### src/rtl/des_crypt_iter.sv
// des_crypt_iter -- iterative DES data path (IP, 16 Feistel rounds, FP).
//
// One block in flight at a time. A block is accepted on in_valid & in_ready.
// One Feistel round runs per clock, and the result is held on a registered
// valid/ready output. Encrypt versus decrypt is chosen only by the order in
// which the subkeys arrive; subkeys_1 is always applied first.
//
// Ports:
//   clk, rst_n              clock (rising edge), async active-low reset
//   subkeys_1..subkeys_16   48-bit round subkeys, bit 1 = MSB
//   subkeys_valid           subkeys stable (from generator)
//   key_parity_error        generator parity flag (used only with macro)
//   in_data_64/in_valid     input block, bit 1 = MSB
//   in_ready                block may be accepted (combinational on subkeys)
//   out_data_64/out_valid   registered result
//   out_ready               consumer accepts result
//   busy                    block in flight (ROUND or DONE)
//   abort_pulse             one-cycle pulse when an in-flight block is dropped
//
// Configuration macro: DES_CRYPT_ITER_PARITY_GATE_EN
//   defined   : key_parity_error gates in_ready and aborts a running block
//   undefined : key_parity_error is ignored

// Combinational DES round function f(R, K) = P(S(E(R) ^ K)).
module des_feistel_f (
  input  logic [31:0] r_i,
  input  logic [47:0] k_i,
  output logic [31:0] f_o
);
  localparam int E_TAB [48] = '{
    32,  1,  2,  3,  4,  5,
     4,  5,  6,  7,  8,  9,
     8,  9, 10, 11, 12, 13,
    12, 13, 14, 15, 16, 17,
    16, 17, 18, 19, 20, 21,
    20, 21, 22, 23, 24, 25,
    24, 25, 26, 27, 28, 29,
    28, 29, 30, 31, 32,  1
  };

  localparam int P_TAB [32] = '{
    16,  7, 20, 21, 29, 12, 28, 17,
     1, 15, 23, 26,  5, 18, 31, 10,
     2,  8, 24, 14, 32, 27,  3,  9,
    19, 13, 30,  6, 22, 11,  4, 25
  };

  // Each S-box is 64 nibbles, row-major, first entry in the top nibble.
  localparam logic [255:0] SBOX [8] = '{
    256'hE4D12FB83A6C5907_0F74E2D1A6CB9538_41E8D62BFC973A50_FC8249175B3EA06D,
    256'hF18E6B34972DC05A_3D47F28EC01A69B5_0E7BA4D158C6932F_D8A13F42B67C05E9,
    256'hA09E63F51DC7B428_D709346A285ECBF1_D6498F30B12C5AE7_1AD069874FE3B52C,
    256'h7DE3069A1285BC4F_D8B56F03472C1AE9_A690CB7DF13E5284_3F06A1D8945BC72E,
    256'h2C417AB6853FD0E9_EB2C47D150FA3986_421BAD78F9C5630E_B8C71E2D6F09A453,
    256'hC1AF92680D34E75B_AF427C9561DE0B38_9EF528C3704A1DB6_432C95FABE17608D,
    256'h4B2EF08D3C975A61_D0B7491AE35C2F86_14BDC37EAF680592_6BD814A7950FE23C,
    256'hD2846FB1A93E50C7_1FD8A374C56B0E92_7B419CE206ADF358_21E74A8DFC90356B
  };

  logic [47:0] e_exp;
  logic [47:0] x_mix;
  logic [31:0] s_out;

  for (genvar i = 0; i < 48; i = i + 1) begin : g_e
    assign e_exp[47-i] = r_i[32-E_TAB[i]];
  end

  assign x_mix = e_exp ^ k_i;

  for (genvar j = 0; j < 8; j = j + 1) begin : g_s
    logic [5:0] six;
    logic [5:0] idx;
    assign six = x_mix[47-6*j -: 6];
    // row = outer bits, column = inner four bits
    assign idx = {six[5], six[0], six[4:1]};
    // entry k lives at bit offset 4*(63-k), i.e. {~k, 2'b00}
    assign s_out[31-4*j -: 4] = SBOX[j][{~idx, 2'b00} +: 4];
  end

  for (genvar i = 0; i < 32; i = i + 1) begin : g_p
    assign f_o[31-i] = s_out[32-P_TAB[i]];
  end
endmodule

module des_crypt_iter (
  input  logic        clk,
  input  logic        rst_n,
  input  logic [47:0] subkeys_1,
  input  logic [47:0] subkeys_2,
  input  logic [47:0] subkeys_3,
  input  logic [47:0] subkeys_4,
  input  logic [47:0] subkeys_5,
  input  logic [47:0] subkeys_6,
  input  logic [47:0] subkeys_7,
  input  logic [47:0] subkeys_8,
  input  logic [47:0] subkeys_9,
  input  logic [47:0] subkeys_10,
  input  logic [47:0] subkeys_11,
  input  logic [47:0] subkeys_12,
  input  logic [47:0] subkeys_13,
  input  logic [47:0] subkeys_14,
  input  logic [47:0] subkeys_15,
  input  logic [47:0] subkeys_16,
  input  logic        subkeys_valid,
  input  logic        key_parity_error,
  input  logic [63:0] in_data_64,
  input  logic        in_valid,
  output logic        in_ready,
  output logic [63:0] out_data_64,
  output logic        out_valid,
  input  logic        out_ready,
  output logic        busy,
  output logic        abort_pulse
);
  // state | meaning
  // IDLE  | waiting for a block; in_ready follows key validity
  // ROUND | one Feistel round per clock, rnd_q = round index 0..15
  // DONE  | result held on out_data_64 until out_ready
  typedef enum logic [1:0] {
    IDLE  = 2'd0,
    ROUND = 2'd1,
    DONE  = 2'd2
  } state_t;

  localparam int IP_TAB [64] = '{
    58, 50, 42, 34, 26, 18, 10,  2,
    60, 52, 44, 36, 28, 20, 12,  4,
    62, 54, 46, 38, 30, 22, 14,  6,
    64, 56, 48, 40, 32, 24, 16,  8,
    57, 49, 41, 33, 25, 17,  9,  1,
    59, 51, 43, 35, 27, 19, 11,  3,
    61, 53, 45, 37, 29, 21, 13,  5,
    63, 55, 47, 39, 31, 23, 15,  7
  };

  localparam int FP_TAB [64] = '{
    40,  8, 48, 16, 56, 24, 64, 32,
    39,  7, 47, 15, 55, 23, 63, 31,
    38,  6, 46, 14, 54, 22, 62, 30,
    37,  5, 45, 13, 53, 21, 61, 29,
    36,  4, 44, 12, 52, 20, 60, 28,
    35,  3, 43, 11, 51, 19, 59, 27,
    34,  2, 42, 10, 50, 18, 58, 26,
    33,  1, 41,  9, 49, 17, 57, 25
  };

  state_t      state_q, state_d;
  logic [31:0] l_q, l_d;
  logic [31:0] r_q, r_d;
  logic [3:0]  rnd_q, rnd_d;
  logic [63:0] out_data_q, out_data_d;
  logic        out_valid_q, out_valid_d;
  logic        abort_q, abort_d;

  logic        keys_ok;
  logic [47:0] sk_arr [16];
  logic [47:0] k_sel;
  logic [31:0] f_val;
  logic [31:0] r_next;
  logic [63:0] ip_blk;
  logic [63:0] pre_out;
  logic [63:0] fp_blk;

`ifdef DES_CRYPT_ITER_PARITY_GATE_EN
  assign keys_ok = subkeys_valid & ~key_parity_error;
`else
  logic unused_parity;
  assign unused_parity = key_parity_error;
  assign keys_ok       = subkeys_valid;
`endif

  assign sk_arr[0]  = subkeys_1;
  assign sk_arr[1]  = subkeys_2;
  assign sk_arr[2]  = subkeys_3;
  assign sk_arr[3]  = subkeys_4;
  assign sk_arr[4]  = subkeys_5;
  assign sk_arr[5]  = subkeys_6;
  assign sk_arr[6]  = subkeys_7;
  assign sk_arr[7]  = subkeys_8;
  assign sk_arr[8]  = subkeys_9;
  assign sk_arr[9]  = subkeys_10;
  assign sk_arr[10] = subkeys_11;
  assign sk_arr[11] = subkeys_12;
  assign sk_arr[12] = subkeys_13;
  assign sk_arr[13] = subkeys_14;
  assign sk_arr[14] = subkeys_15;
  assign sk_arr[15] = subkeys_16;

  assign k_sel = sk_arr[rnd_q];

  des_feistel_f u_f (
    .r_i (r_q),
    .k_i (k_sel),
    .f_o (f_val)
  );

  assign r_next = l_q ^ f_val;
  // Final round: the halves are swapped before FP, so R16 goes on top.
  assign pre_out = {r_next, r_q};

  for (genvar i = 0; i < 64; i = i + 1) begin : g_perm
    assign ip_blk[63-i] = in_data_64[64-IP_TAB[i]];
    assign fp_blk[63-i] = pre_out[64-FP_TAB[i]];
  end

  always_comb begin
    state_d     = state_q;
    l_d         = l_q;
    r_d         = r_q;
    rnd_d       = rnd_q;
    out_data_d  = out_data_q;
    out_valid_d = out_valid_q;
    abort_d     = 1'b0;
    unique case (state_q)
      IDLE: begin
        if (in_valid && keys_ok) begin
          l_d     = ip_blk[63:32];
          r_d     = ip_blk[31:0];
          rnd_d   = 4'd0;
          state_d = ROUND;
        end
      end
      ROUND: begin
        if (!keys_ok) begin
          // keys went away mid-block: the block is dropped, source resends
          rnd_d   = 4'd0;
          abort_d = 1'b1;
          state_d = IDLE;
        end else begin
          l_d   = r_q;
          r_d   = r_next;
          rnd_d = rnd_q + 4'd1;
          if (rnd_q == 4'd15) begin
            out_data_d  = fp_blk;
            out_valid_d = 1'b1;
            state_d     = DONE;
          end
        end
      end
      DONE: begin
        if (out_ready) begin
          out_valid_d = 1'b0;
          state_d     = IDLE;
        end
      end
      default: begin
        state_d     = IDLE;
        out_valid_d = 1'b0;
      end
    endcase
  end

  always_ff @(posedge clk or negedge rst_n) begin
    if (!rst_n) begin
      state_q     <= IDLE;
      l_q         <= '0;
      r_q         <= '0;
      rnd_q       <= '0;
      out_data_q  <= '0;
      out_valid_q <= 1'b0;
      abort_q     <= 1'b0;
    end else begin
      state_q     <= state_d;
      l_q         <= l_d;
      r_q         <= r_d;
      rnd_q       <= rnd_d;
      out_data_q  <= out_data_d;
      out_valid_q <= out_valid_d;
      abort_q     <= abort_d;
    end
  end

  assign in_ready    = (state_q == IDLE) & keys_ok;
  assign out_data_64 = out_data_q;
  assign out_valid   = out_valid_q;
  assign busy        = (state_q == ROUND) | (state_q == DONE);
  assign abort_pulse = abort_q;
endmodule

### config.mk
export PLATFORM = sky130hd
export DESIGN_NAME = des_crypt_iter
export DESIGN_NICKNAME = d
export VERILOG_FILES = /design/src/rtl/des_crypt_iter.sv
export SDC_FILE = /design/constraint.sdc
export NUM_CORES = 1
export LEC_CHECK = 0
export BUFFER_PORTS_ARGS = -buffer_cell sky130_fd_sc_hd__buf_2
export CAP_MARGIN = 20
export CORE_AREA = 2 2 354 356
export CTS_CLUSTER_SIZE = 40
export DETAILED_ROUTE_END_ITERATION = 7
export DIE_AREA = 0 0 356 358
export PLACE_DENSITY = 0.31
export SYNTH_ARGS = -nofsm -noshare
export SYNTH_HDL_FRONTEND = slang
export SYNTH_SLANG_ARGS = --single-unit
### constraint.sdc
create_clock -name clk -period 8.1 [get_ports clk]
set_input_delay 1.215 -clock clk [delete_from_list [all_inputs] [get_ports clk]]
set_output_delay 1.215 -clock clk [all_outputs]
set_load 0.1 [all_outputs]
==> summary.md, run 1 <==
| Metric | Value |
|---|---|
| Via density | `4.64` |
| Global route total overflow | `0` |
| Simple-gate share of the synthesized area | `0.161` |
| CTS Buffer Depth | `2` |
| CP Data Arrival Time | `6020 ps` |
| Fmax | `177 MHz` |
| Synth Flop Type | `dfrtp_1` |
| Setup bufs post-CTS | `0` |
| Clk sink count | `136` |
| Critical-path top delay cell | `dfrtp_4` |
| Multi-input gate area | `0.0141 mm^2` |
| Adder-cell area share of the yosys netlist | `0.0333` |
| Setup TNS | `0 ps` |
| Routed len/inst | `32.3 um` |
| Final ANT Viol Nets | `0` |
| Area Growth Syn to Fin | `34.9%` |
| Core Util, Final | `0.206` |
| Initial antenna violation count | `117` |
| Clk Latency, worst-skew pair | `490 ps` |
| Yosys cell types | `110` |
| Sequential fraction of the synthesis area | `0.181` |
| Relative slew margins | `0.269` |
| CTS Hold Buffers Added | `0` |
| TritonCTS clock tree | `yes` |
| Mux cell area share after synthesis | `0.340` |
| HPWL after detailed placement | `123000 um` |
| M3 GR Usage | `0.0592` |
| Layout Skew | `21.0 ps` |
| CTS Root Cell | `clkbuf_16` |
| Vias in the first global route | `20030` |
| Pleak | `10.8 nW` |
| Resized Gates After CTS | `0` |
| RSZ-0062 raised after global routing | `false` |
| Reg area | `0.00342 mm^2` |
| Initial core utilization | `0.152` |
| Reg clk slew, reported paths | `80 ps` |
| Place WS | `2270 ps` |
| Nets | `3603` |
| Worst-path maximum fanout | `30` |
| Vias | `20594` |
| Mapped Area | `0.0188 mm^2` |
| RePlAce Congestion | `0.919` |
| Total CTS buffers | `17` |
| Max IR drop VDD | `153 uV` |
| Top post-synthesis cells by area | `mux4_2 (22%), dfrtp_1 (18%), mux2i_1 (9.0%), nand2_1 (5.3%), ha_1 (3.3%)` |
| First-pass iteration count of the detailed router | `5` |
| Row count | `129` |
| Cell taking the most area after synthesis | `mux4_2` |
| Tightest Pin Transition | `1090 ps` |
| Syn nets | `2822` |
| Final min period | `5640 ps` |
| Critical Path, Cell by Cell | `buf_4 > mux4_2 > mux2i_1 > mux2i_1 > xor2_1 > ha_1 > nor4_1 > o21ai_0 > o2111a_1 > nor3_1 > o21ai_1 > xor2_1 > mux2_2` |
| Maximum capacitance violations | `0` |
| Final clock period utilization by the worst path | `0.697` |
| Synth Warn # | `0` |
| X dimension of the die | `356 um` |
| Post-synth EDFFs | `0` |
| Mapped Cells | `1934` |
| XOR/XNOR share of the synthesized area | `0.0557` |
| Critical Path Max Stage Delay | `900 ps` |
| Startpoint types | `flip-flop` |
| Compound-cell area share of the yosys netlist | `0.156` |
| Endpoints failing setup | `0` |
| Mean post-synth cell area | `9.71 um^2` |
| First-pass GRT wire length | `185000 um` |
| PnR worst setup slack | `2460 ps` |
| Non-filler cells, final | `4435` |
| Die Area | `0.127 mm^2` |
| Share of the synthesized area in the top cell type | `0.217` |
| # fillers | `13930` |
| Crit Path Class | `flip-flop to flip-flop` |
| Status | `finished, final reports clean` |
| Largest net degree at the start of global routing | `87` |
| Fin. max-slew vios | `0` |
| Req. time, crit path | `8480 ps` |
| Die H | `358 um` |
| GR Util met2 | `0.361` |
| Main combinational cell family by area after synthesis | `multiplexers` |
| 1st-iter DRT viols | `1828` |
| Worst setup EP type | `flip-flop` |
| Placed Cells | `4330` |
| Pwr/cell area | `450 mW/mm^2` |
| Post-synth top cells | `nand2_1 (266), mux4_2 (181), mux2i_1 (169), dfrtp_1 (136), o21ai_0 (92)` |
| Met1 usage | `0.286` |
| Tot GR Track Use | `0.217` |
| I/O Buffers | `904` |
| Core region area | `0.123 mm^2` |
| Layout cells sized above 1 | `0.459` |
| Asr flop ratio synth | `1.00` |
| Top-count cell post-synth | `nand2_1` |
| Synth Register Bits | `136` |
| DRC | `0` |
| Hold crit path type | `flip-flop to flip-flop` |
| IO Pins | `906` |
| GR peak layer | `met2` |
| DRT Wirelength | `143000 um` |
| Number of hold-slack violations in the final timing report | `0` |
| H-Tree Depth | `4` |
[layer usage]
layer	routed length [um]	part of all wire
met5	333	0.0023
met4	1840	0.013
met1	60000	0.42
met2	68000	0.47
met3	13200	0.092
[placed cells by master, fill, tap and decap left out, types with 16 or more instances in the layout]
cell and count:
a211oi_1 27, a21oi_1 82, a22oi_1 18, and3_1 27
buf_2 903, buf_4 30, clkbuf_16 17, dfrtp_1 132
diode_2 70, ha_1 49, inv_1 27, mux2i_1 169
mux4_2 181, nand2_1 265, nand2b_1 19, nand3_1 55
nor2_1 70, nor2b_1 18, nor3_1 51, nor4_1 16
o211ai_1 21, o21ai_0 92, o21ai_1 20, xnor2_1 44
xor2_1 31
[cell type report]
cell class              instances  share of cell area
diodes                         70             0.00691
clock buffers                  17              0.0168
clock inverters                15             0.00809
inverters                      41             0.00617
multi-input cells            1579               0.555
flip-flops and latches        136               0.135
well taps                    1637              0.0808
repair buffers                940               0.191
[critical path, delay by kind of cell (launching register included)]
| kind | cells | cell delay [ps] |
|---|---|---|
| buffers and inverters | 1 | 390 |
| AOI/OAI and AO/OA | 3 | 700 |
| DFF | 1 | 900 |
| adders and majority gates | 1 | 480 |
| and+or+nand+nor | 2 | 850 |
| xor gates and xnor gates | 2 | 880 |
| muxes | 4 | 1330 |
[state kept, by name, summed over array words and instances (netlist names)]
| register | flops |
|---|---|
| out_data_64 | 64 |
| l_q | 32 |
| r_q | 32 |
| rnd_q | 4 |
| state_q | 2 |
| abort_pulse | 1 |
| out_valid | 1 |
[worst paths after layout]
| kind | depth (start not counted) | slack (ps) | to | startpoint |
|---|---|---|---|---|
| worst min register to register | 2 | 470 | out_data_64[9] | out_data_64[9] |
| worst max-delay path | 13 | 2460 | out_data_64[62] | rnd_q[0] |
| worst min-delay path | 2 | 470 | out_data_64[9] | out_data_64[9] |
| worst max register to register | 13 | 2460 | out_data_64[62] | rnd_q[0] |
| max in group asynchronous | 2 | 5700 | rnd_q[3] | rst_n |
| min in group asynchronous | 1 | 790 | out_data_64[0] | rst_n |
[logic make-up after synthesis]
group / Yosys count
xor+xnor: 97
simple gates: 619
flops: 136
mux: 387
fa+ha+maj: 50
compound gates: 426
buf+inv: 219
[power by group]
part           internal (mW)  switching (mW)  total (mW)
clock network          0.473           0.405       0.878
registers              0.837           0.482        1.32
logic                   3.46            5.75        9.21
[through the flow]
step	total power [mW]	instance area [um^2]	hold slack (ps)
2_1_floorplan	7.68	18800	467
3_3_place_gp	10.7	24500	459
3_5_place_dp	10.5	24500	458
4_1_cts	11.5	25100	475
5_1_grt	12.3	25200	488
6_report	11.4	25400	471
(Power assumes the default switching activity.)
==> run 2, diff against run 1 <==
--- a/config.mk
+++ b/config.mk
@@ -7,10 +7,10 @@
 export LEC_CHECK = 0
 export BUFFER_PORTS_ARGS = -buffer_cell sky130_fd_sc_hd__buf_2
 export CAP_MARGIN = 20
-export CORE_AREA = 2 2 354 356
+export CORE_AREA = 2 2 357 359
 export CTS_CLUSTER_SIZE = 40
 export DETAILED_ROUTE_END_ITERATION = 7
-export DIE_AREA = 0 0 356 358
+export DIE_AREA = 0 0 359 361
 export PLACE_DENSITY = 0.31
 export SYNTH_ARGS = -nofsm -noshare
 export SYNTH_HDL_FRONTEND = slang
==> constraint.sdc (replaced) <==
create_clock -name clk -period 5.25 [get_ports clk]
set_input_delay 0.7875 -clock clk [delete_from_list [all_inputs] [get_ports clk]]
set_output_delay 0.7875 -clock clk [all_outputs]
set_load 0.1 [all_outputs]
==> run 2 against run 1 <==
  * Global-route usage decreased by 0.48 points
  * Utilization up 0.40 points
  * Maximum frequency is 16% higher
  * Sequential share of layout area fell by 0.48 points
  * Wire length down 0.53%
  * Final cell count grew 2.5%
==> summary.md, run 2 (synthesis results as in run 1) <==
| Metric | Value |
|---|---|
| WP buf/inv | `2 (+1)` |
| Layout Skew | `18.3 ps (-2.72 ps)` |
| Reg2Reg Setup Slack | `390 ps (-2070 ps)` |
| Worst setup EP type | `flip-flop` |
| Crit path from | `rnd_q[0]` |
| Vias | `21109 (+2.5%)` |
| Max FFs per register | `64 (unchanged)` |
| CP Data Arrival Time | `5200 ps (-820 ps)` |
| Clk Latency, worst-skew pair | `440 ps (-50 ps)` |
| CP dominant cell by count | `mux2i_1` |
| Place WS | `302 ps (-1970 ps)` |
| RePlAce Congestion | `0.902 (-1.8%)` |
| RSZ-0062 raised after global routing | `false` |
| Hold crit path type | `input port to async pin` |
| Total CTS buffers | `17 (unchanged)` |
| First-pass GRT wire length | `189000 um (+2.0%)` |
| First-pass iteration count of the detailed router | `5 (unchanged)` |
| Status | `finished, final reports clean` |
| Tightest Pin Transition | `1000 ps (-84.4 ps)` |
| Tot GR Track Use | `0.212 (-0.00477)` |
| IO Pins | `906 (unchanged)` |
| CTS Buffer Depth | `2 (unchanged)` |
| Most frequent cells in the layout | `buf_2 (903), nand2_1 (265), mux4_2 (181)` |
| Placed Cells | `4457 (+2.9%)` |
| Largest net degree at the start of global routing | `80 (-8.0%)` |
| Nets | `3714 (+3.1%)` |
| Routed len/inst | `31.4 um (-2.9%)` |
| Max IR drop VDD | `214 uV (+40%)` |
| Final clock period utilization by the worst path | `0.925 (+0.229)` |
| H-Tree Depth | `4 (unchanged)` |
| Startpoint types | `flip-flop` |
| Pwr/cell area | `705 mW/mm^2 (+57%)` |
| I/O Buffers | `904 (unchanged)` |
| Fin. max-slew vios | `0 (unchanged)` |
| Resized Gates After CTS | `0 (unchanged)` |
| Area Growth Syn to Fin | `39.9%` |
| Clk sink count | `136 (unchanged)` |
| Final ANT Viol Nets | `0 (unchanged)` |
| CTS Hold Buffers Added | `0 (unchanged)` |
| Global route total overflow | `0 (unchanged)` |
| Number of hold-slack violations in the final timing report | `0 (unchanged)` |
| DRT Wirelength | `143000 um (-0.53%)` |
| Critical Path, Cell by Cell | `buf_4 > mux4_2 > mux2i_1 > mux2i_1 > xor2_1 > inv_2 > ha_1 > or2_2 > mux2_2 > a221oi_1 > nor4_1 > xnor2_1 > a21oi_1 > a21o_1` |
| Fin Hold WS | `402 ps (-68.9 ps)` |
| Req. time, crit path | `5590 ps (-2890 ps)` |
| Worst-path maximum fanout | `13 (-57%)` |
| Vias in the first global route | `20572 (+2.7%)` |
| Initial antenna violation count | `168 (+44%)` |
| TritonCTS clock tree | `yes` |
| PnR worst setup slack | `392 ps (-2070 ps)` |
| Final min period | `4860 ps (-785 ps)` |
| Critical Path Max Stage Delay | `630 ps (-270 ps)` |
| Fmax | `206 MHz (+16%)` |
| 1st-iter DRT viols | `1632 (-11%)` |
| Non-filler cells, final | `4544 (+2.5%)` |
| Post-DP Area | `0.0255 mm^2 (+4.0%)` |
| Reg clk slew, reported paths | `70 ps (about the same)` |
| Pleak | `11.4 nW (+5.4%)` |
| Initial core utilization | `0.150 (-0.00254)` |
| X dimension of the die | `359 um (+0.84%)` |
| Maximum capacitance violations | `0 (unchanged)` |
| Die Area | `0.130 mm^2 (+1.7%)` |
| DRC | `0 (unchanged)` |
| CTS Root Cell | `clkbuf_16` |
| Relative slew margins | `0.332 (+0.0630)` |
| Via density | `4.65 (about the same)` |
| Core region area | `0.125 mm^2 (+1.7%)` |
| Critical-path top delay cell | `dfrtp_4` |
| CP top delay family | `multiplexers` |
| Setup bufs post-CTS | `0 (unchanged)` |
| Layout cells sized above 1 | `0.480 (+0.0203)` |
| Endpoints failing setup | `0 (unchanged)` |
| Row count | `130 (+0.78%)` |
| Die H | `361 um (+0.84%)` |
| Most common cell after layout, fill and taps aside | `buf_2` |
| Setup TNS | `0 ps (unchanged)` |
| Crit Path Class | `flip-flop to flip-flop` |
| Worst reg2reg startpoint | `rnd_q[0]` |
| HPWL after detailed placement | `125000 um (+1.2%)` |
| Final Cell Area | `0.0263 mm^2 (+3.7%)` |
==> run 2: final cells by class <==
cell class | instances | area [um^2]
fill | 14016 | 99100
sequential | 136 | 3420
tap | 1650 | 2060
antenna | 56 | 140
clock buffer | 18 | 429
timing repair buffer | 1051 | 5780
inverter | 41 | 156
clock inverter | 13 | 219
multi-input combinational | 1579 | 14100
==> run 2: path summary, 6_finish.rpt <==
check | cells past startpoint | to
max reg2reg | 14 | r_q[29]
min reg2reg | 2 | out_data_64[45]
max in group asynchronous | 2 | l_q[30]
max | 14 | r_q[29]
min in group clk | 2 | out_data_64[45]
min | 1 | out_data_64[57]
==> run 2: stage by stage <==
| stage | total power [mW] | util |
|---|---|---|
| finish | 18.5 | 0.210 |
| CTS | 18.7 | 0.208 |
| global placement | 17.4 | 0.203 |
| floorplan | 11.9 | - |
| global route | 20.0 | 0.209 |
| detailed placement | 17.2 | 0.203 |
==> run 2: per-layer routing <==
metal / wire length [um] / part of all wire / global-route usage
met5: 368 / 0.0026 / 0
met4: 2860 / 0.020 / 0.0344
met3: 10800 / 0.076 / 0.0532
met2: 67100 / 0.47 / 0.355
met1: 61300 / 0.43 / 0.278
==> run 2: worst register-to-register path: stages, from the launching register on <==
cell	delay (ps)
dfrtp_4	630
buf_4	370
mux4_2	530
mux2i_1	460
mux2i_1	400
xor2_1	400
inv_2	190
ha_1	270
or2_2	350
mux2_2	280
a221oi_1	290
nor4_1	130
xnor2_1	200
a21oi_1	90
a21o_1	170
==> run 2: where the power goes <==
group	total, mW	switching [mW]	leakage (nW)	internal, mW
clock network	1.40	0.552	0.312	0.849
logic	15.2	8.99	9.33	6.19
registers	1.95	0.657	1.79	1.29
total	18.5	10.2	11.4	8.33
==> run 3, diff against run 2 <==
--- a/config.mk
+++ b/config.mk
@@ -7,10 +7,10 @@
 export LEC_CHECK = 0
 export BUFFER_PORTS_ARGS = -buffer_cell sky130_fd_sc_hd__buf_2
 export CAP_MARGIN = 20
-export CORE_AREA = 2 2 357 359
+export CORE_AREA = 2 2 354 356
 export CTS_CLUSTER_SIZE = 40
 export DETAILED_ROUTE_END_ITERATION = 7
-export DIE_AREA = 0 0 359 361
+export DIE_AREA = 0 0 356 358
 export PLACE_DENSITY = 0.31
 export SYNTH_ARGS = -nofsm -noshare
 export SYNTH_HDL_FRONTEND = slang
==> constraint.sdc (replaced) <==
create_clock -name clk -period 5.7 [get_ports clk]
set_input_delay 0.855 -clock clk [delete_from_list [all_inputs] [get_ports clk]]
set_output_delay 0.855 -clock clk [all_outputs]
set_load 0.1 [all_outputs]
==> run 3 against run 2 <==
  * Flip-flop and latch count stayed put
  * Final area decreased by 1.8%
  * Largest power group unchanged
  * Highest routed layer unchanged
  * Final cell count down 1.3%
  * Critical endpoint is now r_q[14]
==> summary.md, run 3 (synthesis results as in run 1) <==
| Metric | Value |
|---|---|
| Status | `finished, final reports clean` |
| Final ANT Viol Nets | `0 (unchanged)` |
| Via density | `4.64 (-0.13%)` |
| Die Area | `0.127 mm^2 (-1.7%)` |
| Vias | `20818 (-1.4%)` |
| Endpoints failing setup | `0 (unchanged)` |
| Max IR drop VDD | `201 uV (-5.9%)` |
| HPWL after detailed placement | `127000 um (+1.7%)` |
| 1st-iter DRT viols | `1450 (-11%)` |
| Initial core utilization | `0.152 (+0.00254)` |
| Number of hold-slack violations in the final timing report | `0 (unchanged)` |
| GR peak layer | `met2` |
| RePlAce Congestion | `0.911 (+0.94%)` |
| Resized Gates After CTS | `0 (unchanged)` |
| Tot GR Track Use | `0.222 (+0.0102)` |
| Final Total Pwr | `16.8 mW (-9.1%)` |
| Worst-path maximum fanout | `25 (+12)` |
| Area Growth Syn to Fin | `37.4%` |
| Core Util, Final | `0.209 (-0.000246)` |
| GR Util met2 | `0.365 (+0.0100)` |
| Global route total overflow | `0 (unchanged)` |
| CP Data Arrival Time | `5340 ps (+140 ps)` |
| CTS Root Cell | `clkbuf_16` |
| First-pass iteration count of the detailed router | `6 (+1)` |
| Hold crit path type | `input port to async pin` |
| Final min period | `4960 ps (+102 ps)` |
| CTS Hold Buffers Added | `0 (unchanged)` |
| Initial antenna violation count | `137 (-18%)` |
| Final clock period utilization by the worst path | `0.870 (-0.0551)` |
| TritonCTS clock tree | `yes` |
| Total CTS buffers | `17 (unchanged)` |
| Worst setup EP type | `flip-flop` |
| IO Pins | `906 (unchanged)` |
| Startpoint types | `flip-flop` |
| Tightest Pin Transition | `1010 ps (+12.1 ps)` |
| Setup TNS | `0 ps (unchanged)` |
| Die H | `358 um (-0.83%)` |
| Row count | `129 (-0.77%)` |
| RSZ-0062 raised after global routing | `false` |
| Met1 usage | `0.297 (+0.0187)` |
| Largest net degree at the start of global routing | `84 (+5.0%)` |
| Nets | `3667 (-1.3%)` |
| CTS Buffer Depth | `2 (unchanged)` |
| Reg clk slew, reported paths | `70 ps (about the same)` |
| Pleak | `11.2 nW (-2.4%)` |
| Pwr/cell area | `653 mW/mm^2 (-7.4%)` |
| I/O Buffers | `904 (unchanged)` |
| Vias in the first global route | `20668 (+0.47%)` |
| Clk Latency, worst-skew pair | `490 ps (+50 ps)` |
| Clk sink count | `136 (unchanged)` |
| Fmax | `202 MHz (-2.1%)` |
| Setup bufs post-CTS | `0 (unchanged)` |
| Core region area | `0.123 mm^2 (-1.7%)` |
| Relative slew margins | `0.324 (-0.00807)` |
| Req. time, crit path | `6080 ps (+490 ps)` |
| Maximum capacitance violations | `0 (unchanged)` |
| Layout Skew | `15.7 ps (-2.53 ps)` |
| Most common cell after layout, fill and taps aside | `buf_2` |
| Max FFs per register | `64 (unchanged)` |
| M3 GR Usage | `0.0575 (+0.00430)` |
| H-Tree Depth | `4 (unchanged)` |
| X dimension of the die | `356 um (-0.84%)` |
| Most frequent cells in the layout | `buf_2 (903), nand2_1 (265), mux4_2 (181)` |
| DRC | `0 (unchanged)` |
| Fin. max-slew vios | `0 (unchanged)` |
| Layout cells sized above 1 | `0.472 (-0.00786)` |
| First-pass GRT wire length | `190000 um (+0.64%)` |
| # fillers | `13955 (-0.44%)` |
| DRT Wirelength | `146000 um (+2.8%)` |
| Crit Path Class | `flip-flop to flip-flop` |
| Routed len/inst | `32.6 um (+4.1%)` |
run 3: cell types whose count changed in the layout (fill, tap and decap cells not counted), sizes merged:
cell	change
clkbuf	-1
inv	+5
clkinvlp	+1
diode	+2
bufinv	-5
clkinv	+1
buf	-47
run 3: where the power goes:
part	switching [mW]	total, mW	internal, mW
combinational	8.41	13.8	5.38
sequential	0.644	1.83	1.19
clock	0.624	1.22	0.593
run 3: critical path: stages, from the launching register on:
cell	delay (ps)
dfrtp_4	830
buf_4	370
mux4_2	560
mux2i_1	390
mux2_1	410
and2_1	160
buf_4	180
ha_1	480
inv_1	130
nor3_1	230
o41ai_1	100
o211ai_1	440
xor2_1	250
a21oi_1	90
a21o_1	180
run 3: per-layer routing:
metal / wire [um] / share of wire
met1: 63400 / 0.43
met2: 69000 / 0.47
met3: 11700 / 0.080
met4: 1970 / 0.013
met5: 382 / 0.0026
run 3: path summary, 6_finish.rpt:
kind | cells past startpoint | slack [ps] | startpoint | end
setup / recovery | 14 | 740 | rnd_q[0] | r_q[14]
min in group clk | 2 | 470 | out_data_64[39] | out_data_64[39]
max in group asynchronous | 2 | 3900 | rst_n | l_q[29]
hold / removal | 1 | 460 | rst_n | out_data_64[46]
setup reg to reg | 14 | 740 | rnd_q[0] | r_q[14]
hold reg to reg | 2 | 470 | out_data_64[39] | out_data_64[39]
run 3: stage by stage:
| step | std cells | hold slack [ps] | worst slack [ps] | area [um^2] |
|---|---|---|---|---|
| 2_1_floorplan | 1934 | 467 | 1720 | 18800 |
| 3_3_place_gp | 4397 | 455 | 655 | 25100 |
| 3_5_place_dp | 4397 | 458 | 680 | 25100 |
| 4_1_cts | 4429 | 476 | 675 | 25700 |
| 5_1_grt | 4442 | 499 | 375 | 25700 |
| 6_report | 4487 | 459 | 740 | 25800 |
run 3: final cells by class:
class                           instances  area, um^2  share of cell area
Multi-Input combinational cell       1579       14100               0.545
Timing Repair Buffer                 1004        5370               0.208
Sequential cell                       136        3420               0.132
Tap cell                             1637        2050              0.0794
Clock buffer                           17         425              0.0165
Clock inverter                         15         179             0.00693
Inverter                               41         156             0.00606
Antenna cell                           58         145             0.00562
